==> config.mk <==
export PLATFORM = sky130hd
export DESIGN_NAME = mips32_run_ctrl
export DESIGN_NICKNAME = d
export VERILOG_FILES = /design/src/rtl/mips32_run_ctrl.sv
export SDC_FILE = /design/constraint.sdc
export NUM_CORES = 1
export LEC_CHECK = 0
export BUFFER_PORTS_ARGS = -buffer_cell sky130_fd_sc_hd__buf_2
export CAP_MARGIN = 20
export CORE_MARGIN = 8
export CORE_UTILIZATION = 51
export CTS_CLUSTER_DIAMETER = 100
export DETAILED_ROUTE_END_ITERATION = 8
export PLACE_DENSITY = 0.84
export SLEW_MARGIN = 30
export SYNTH_ARGS = -nofsm -noshare
export SYNTH_HDL_FRONTEND = slang
export SYNTH_SLANG_ARGS = --single-unit
==> constraint.sdc <==
create_clock -name i_clk1 -period 3.9 [get_ports i_clk1]
set_clock_uncertainty 0.2 [all_clocks]
set_input_delay 0.39 -clock i_clk1 [delete_from_list [all_inputs] [get_ports i_clk1]]
set_output_delay 0.39 -clock i_clk1 [all_outputs]
set_load 0.05 [all_outputs]
==> src/rtl/mips32_run_ctrl.sv <==
//============================================================================
// Module      : mips32_run_ctrl
// Description : Run controller for the mips32 pipelined core. On start it
//               clears the register file, streams program words into
//               instruction memory (valid/ready), pulses the core control
//               reset, then runs the core until halt or watchdog expiry.
//               Optional feature macro: MIPS32_RUN_WATCHDOG_EN builds the
//               timeout_limit watchdog and the TIMEOUT outcome.
// Revision    : 1.0 - initial release
//============================================================================
`default_nettype none

module mips32_run_ctrl #(
    parameter int MEM_AW    = 10,
    parameter int REG_COUNT = 32,
    parameter int TIMEOUT_W = 16
) (
    input  logic                 i_clk1,
    input  logic                 i_rst_n,
    input  logic                 i_cmd_start,
    input  logic                 i_prog_valid,
    output logic                 o_prog_ready,
    input  logic [31:0]          i_prog_data,
    input  logic                 i_prog_last,
    output logic                 o_imem_we,
    output logic [MEM_AW-1:0]    o_imem_addr,
    output logic [31:0]          o_imem_wdata,
    output logic                 o_rf_we,
    output logic [4:0]           o_rf_addr,
    output logic [31:0]          o_rf_wdata,
    output logic                 o_core_ctl_rst,
    output logic                 o_core_run,
    input  logic                 i_core_halted,
    input  logic [TIMEOUT_W-1:0] i_timeout_limit,
    output logic                 o_busy,
    output logic                 o_done,
    output logic                 o_timeout,
    output logic [31:0]          o_cycle_count,
    output logic [MEM_AW:0]      o_words_loaded
);

    localparam logic [2:0] S_IDLE    = 3'd0;
    localparam logic [2:0] S_CLR_RF  = 3'd1;
    localparam logic [2:0] S_LOAD    = 3'd2;
    localparam logic [2:0] S_CTL_RST = 3'd3;
    localparam logic [2:0] S_RUN     = 3'd4;
    localparam logic [2:0] S_DONE    = 3'd5;
    localparam logic [2:0] S_TIMEOUT = 3'd6;

    localparam logic [4:0]        C_RF_LAST = 5'(REG_COUNT - 1);
    localparam logic [MEM_AW-1:0] C_PTR_MAX = '1;

    logic [2:0]        r_state;
    logic [4:0]        r_rf_addr;
    logic [MEM_AW-1:0] r_ptr;
    logic [MEM_AW:0]   r_words;
    logic [31:0]       r_cycles;

    logic w_start_ok;
    logic w_hs;
    logic w_load_end;
    logic w_wd_hit;

    // Start is honoured only from the resting states; busy states ignore it.
    assign w_start_ok = (r_state == S_IDLE) || (r_state == S_DONE) || (r_state == S_TIMEOUT);
    assign w_hs       = (r_state == S_LOAD) && i_prog_valid;
    // A full memory ends the load exactly like an explicit last word.
    assign w_load_end = w_hs && (i_prog_last || (r_ptr == C_PTR_MAX));

`ifdef MIPS32_RUN_WATCHDOG_EN
    logic [32:0] w_cyc_next;
    // Compare against the count this RUN cycle will leave behind, so a limit
    // of N stops the run after exactly N cycles.
    assign w_cyc_next = {1'b0, r_cycles} + 33'd1;
    assign w_wd_hit   = (i_timeout_limit != '0) && (w_cyc_next >= 33'(i_timeout_limit));
    assign o_timeout  = (r_state == S_TIMEOUT);
`else
    logic w_unused_limit;
    assign w_unused_limit = ^i_timeout_limit;
    assign w_wd_hit       = 1'b0;
    assign o_timeout      = 1'b0;
`endif

    // Sequencer state, clear/load pointers and run cycle counter.
    always_ff @(posedge i_clk1 or negedge i_rst_n) begin
        if (!i_rst_n) begin
            r_state   <= S_IDLE;
            r_rf_addr <= '0;
            r_ptr     <= '0;
            r_words   <= '0;
            r_cycles  <= '0;
        end else begin
            case (r_state)
                S_IDLE, S_DONE, S_TIMEOUT: begin
                    if (i_cmd_start) begin
                        r_state   <= S_CLR_RF;
                        r_rf_addr <= '0;
                        r_ptr     <= '0;
                        r_words   <= '0;
                        r_cycles  <= '0;
                    end
                end
                S_CLR_RF: begin
                    if (r_rf_addr == C_RF_LAST) begin
                        r_state   <= S_LOAD;
                        r_rf_addr <= '0;
                    end else begin
                        r_rf_addr <= r_rf_addr + 5'd1;
                    end
                end
                S_LOAD: begin
                    if (w_hs) begin
                        r_ptr   <= r_ptr + MEM_AW'(1);
                        r_words <= r_words + (MEM_AW + 1)'(1);
                        if (w_load_end) begin
                            r_state <= S_CTL_RST;
                        end
                    end
                end
                S_CTL_RST: begin
                    r_state <= S_RUN;
                end
                S_RUN: begin
                    if (r_cycles != 32'hFFFF_FFFF) begin
                        r_cycles <= r_cycles + 32'd1;
                    end
                    // Halt takes priority over a simultaneous watchdog hit.
                    if (i_core_halted) begin
                        r_state <= S_DONE;
                    end else if (w_wd_hit) begin
                        r_state <= S_TIMEOUT;
                    end
                end
                default: begin
                    r_state <= S_IDLE;
                end
            endcase
        end
    end

    assign o_prog_ready   = (r_state == S_LOAD);
    assign o_imem_we      = w_hs;
    assign o_imem_addr    = r_ptr;
    // Data is gated so the write bus stays quiet outside a handshake.
    assign o_imem_wdata   = w_hs ? i_prog_data : 32'd0;
    assign o_rf_we        = (r_state == S_CLR_RF);
    assign o_rf_addr      = r_rf_addr;
    assign o_rf_wdata     = 32'd0;
    assign o_core_ctl_rst = (r_state == S_CTL_RST);
    assign o_core_run     = (r_state == S_RUN);
    assign o_busy         = (r_state == S_CLR_RF) || (r_state == S_LOAD) ||
                            (r_state == S_CTL_RST) || (r_state == S_RUN);
    assign o_done         = (r_state == S_DONE);
    assign o_cycle_count  = r_cycles;
    assign o_words_loaded = r_words;

    logic w_unused_ok;
    assign w_unused_ok = w_start_ok;

endmodule

`default_nettype wire

==> impl_metrics.json <==
{
  "die_w_um": 105,
  "netlist_instances": 471,
  "die_area_um2": 11000,
  "synth_edf_count": 0,
  "slew-limit-headroom": 0.504,
  "cp_max_fo": 18,
  "post-dp-hpwl_um": 8870,
  "end_kind": "register",
  "stdcell_area_um2": 4830,
  "hp-class": "primary input to register",
  "antenna_found_initial": 0,
  "postSynthAreaPerCell_um2": 8.53,
  "cpMaxStageDelayCell": "dfrtp_1",
  "gp_congestion": 0.898,
  "clock_path_buffers": 2,
  "async_flop_share": 1.00,
  "clkLatencyLatePin_ns": 0.34,
  "drv_cap": 0,
  "cts_tree": "done",
  "min_period_ns": 2.92,
  "cp_data_arrival_time_ns": 2.94,
  "ctsResizeCount": 0,
  "grt_pass1_vias": 4029,
  "ant_nets": 0,
  "status": "completed",
  "drive_above_1_share": 0.277,
  "cts_root_buffer": "clkbuf_8",
  "r2r_cells": 5,
  "wl_per_cell_um": 17.0,
  "rows": 32,
  "start_util": 0.523,
  "ir_drop_mv": 0.513,
  "nets": 655,
  "fillers": 714,
  "worst_slew_pin_slew_ns": 0.744,
  "grt_max_degree": 42,
  "vias": 4171,
  "fin_ws_ns": 0.978,
  "via_per_inst": 5.94,
  "grt_usage": 0.209,
  "power_density_nw_per_um2": 572,
  "report.final.hold_viol_count": 0,
  "pre_cts_slack_ns": 1.04,
  "rsz0062_at_grt": "no",
  "drc": 0,
  "yosys_most_used_dff": "dfrtp_1",
  "grt-ovfl-total": 0,
  "finalMaxSlewViolations": 0,
  "required_ns": 3.92,
  "numClockSinks": 61,
  "area_growth_pct": 20.2,
  "grt_pass1_wl_um": 19300,
  "diodes": 0,
  "path_class": "register to register",
  "fp.coreArea_um2": 7690,
  "ys_seq_elements": 61,
  "utilization": 0.628,
  "cp_slowest_stage_delay_ns": 0.70,
  "synth-seq-area-share": 0.380,
  "post_dp_cell_area_um2": 4640,
  "cellLeakagePower_uw": 0.00259,
  "drt_wl_total_um": 11900,
  "fp.dieH_um": 105,
  "critPathLaunchType": "register",
  "synthDistinctLibCells": 57,
  "io_buffers": 134,
  "clkSlewWorstSetupHoldPaths_ns": 0.06,
  "drtIter0Drc": 227,
  "ys_warn_count": 0,
  "worstPathCellList": "nand2_1 -> a21oi_1 -> nor2_1 -> or2_2 -> a221o_1",
  "cts_buffers": 9,
  "setup_viol_count_final": 0,
  "first_pass_iters": 5,
  "pin_count": 184,
  "synthesis.area_um2": 4020,
  "max_freq_mhz": 342,
  "fin_crit_sh": 0.749,
  "min_path_cells": 5,
  "finalSetupTns_ns": 0,
  "h-tree-depth": 3
}
[path summary, 6_finish.rpt]
| path | startpoint | end | slack [ns] |
|---|---|---|---|
| min reg2reg | o_rf_addr[3]$_DFFE_PN0P_ | o_rf_addr[3]$_DFFE_PN0P_ | 0.34 |
| max | r_state[2]$_DFFE_PN0P_ | o_cycle_count[31]$_DFFE_PN0P_ | 0.98 |
| max reg2reg | r_state[2]$_DFFE_PN0P_ | o_cycle_count[31]$_DFFE_PN0P_ | 0.98 |
| max in group asynchronous | i_rst_n | o_rf_addr[0]$_DFFE_PN0P_ | 2.44 |
| min | i_prog_last | r_state[0]$_DFFE_PN0P_ | 0.31 |
| min in group asynchronous | i_rst_n | o_cycle_count[6]$_DFFE_PN0P_ | 0.38 |
[flip-flops by register name, summed over array words and instances (netlist names)]
name,flops
o_cycle_count,32
o_imem_addr,10
o_rf_addr,5
o_words_loaded,11
r_state,3
[critical path: cells and delay by family (launching register included)]
family / cells / cell delay, ns
flip-flops: 1 / 0.70
AO/OA/AOI/OAI: 2 / 0.89
AND/OR/NAND/NOR: 3 / 1.00
[where the power goes]
group | internal [µW] | switching (µW)
Combinational | 330 | 1040
Clock | 279 | 239
Sequential | 715 | 157
Total | 1320 | 1440
[cell families after synthesis]
family / count (synthesis) / share of synthesized area
and+or+nand+nor: 203 / 0.283
AOI/OAI and AO/OA: 129 / 0.212
buffers and inverters: 67 / 0.0953
DFF: 61 / 0.380
adders and majority gates: 5 / 0.0156
muxes: 3 / 0.00841
xor gates and xnor gates: 2 / 0.00436
other: 1 / 0.000933
[final cells by class]
type,count,area (µm²),area share
Multi-Input combinational cell,375,2240,0.463
Sequential cell,61,1530,0.316
Timing Repair Buffer,142,736,0.152
Clock buffer,14,173,0.0358
Tap cell,102,128,0.0264
Inverter,7,26.3,0.00544
Clock inverter,1,5.00,0.00104
[placed cells by master, fill, tap and decap left out, types with 4 or more instances in the layout]
cell type,netlist,routed
buf_2,6,133
buf_4,33,8
o211a_1,4,4
ha_1,5,5
and2_1,4,4
a221o_1,6,6
nand2_1,48,48
nand4_1,10,10
conb_1,1,33
o211ai_1,4,4
dfrtp_1,61,61
and3_1,42,42
o21ai_0,37,37
nor4_1,5,5
nor3_1,8,8
a31oi_1,14,14
or3_1,10,10
and4_1,4,4
o31ai_1,14,14
a21oi_1,17,17
nor2_1,18,18
o22ai_1,8,8
nand3_1,22,22
or4_1,11,11
inv_1,7,7
clkbuf_8,0,12
nand2b_1,4,4
[per-layer routing]
metal,vias to the layer above,share of wire,track usage
met3,12,0.10,0.0786
li1,1958,-,-
met4,0,0.013,0.0856
met2,206,0.49,0.350
met1,1995,0.39,0.235
met5,-,0,0
[Yosys cell counts, drive strengths merged (11+ instances only)]
cell type | count | area share
nand2 | 48 | 0.045
a31oi | 14 | 0.022
nand4 | 11 | 0.019
nor2 | 18 | 0.017
o31ai | 14 | 0.026
and3 | 43 | 0.067
buf | 42 | 0.072
dfrtp | 61 | 0.38
o21ai | 38 | 0.047
clkbuf | 18 | 0.017
nand3 | 22 | 0.027
or4 | 11 | 0.021
a21oi | 17 | 0.021
[repair_timing]
action / CTS / global route
endpoints found under the setup margin: 0 / 0
hold buffers: 0 / 1
hold endpoints to repair: 0 / 40
setup buffers: 0 / 0
[per-stage QoR]
step,total power [µW],instances,hold WS (ns)
global route,2930,702,0.347
floorplan,1950,503,-0.106
CTS,2770,701,0.0310
finish,2760,702,0.313
detailed placement,2250,686,0.325
global placement,2210,686,0.307
Power figures use the tool's default switching activity.
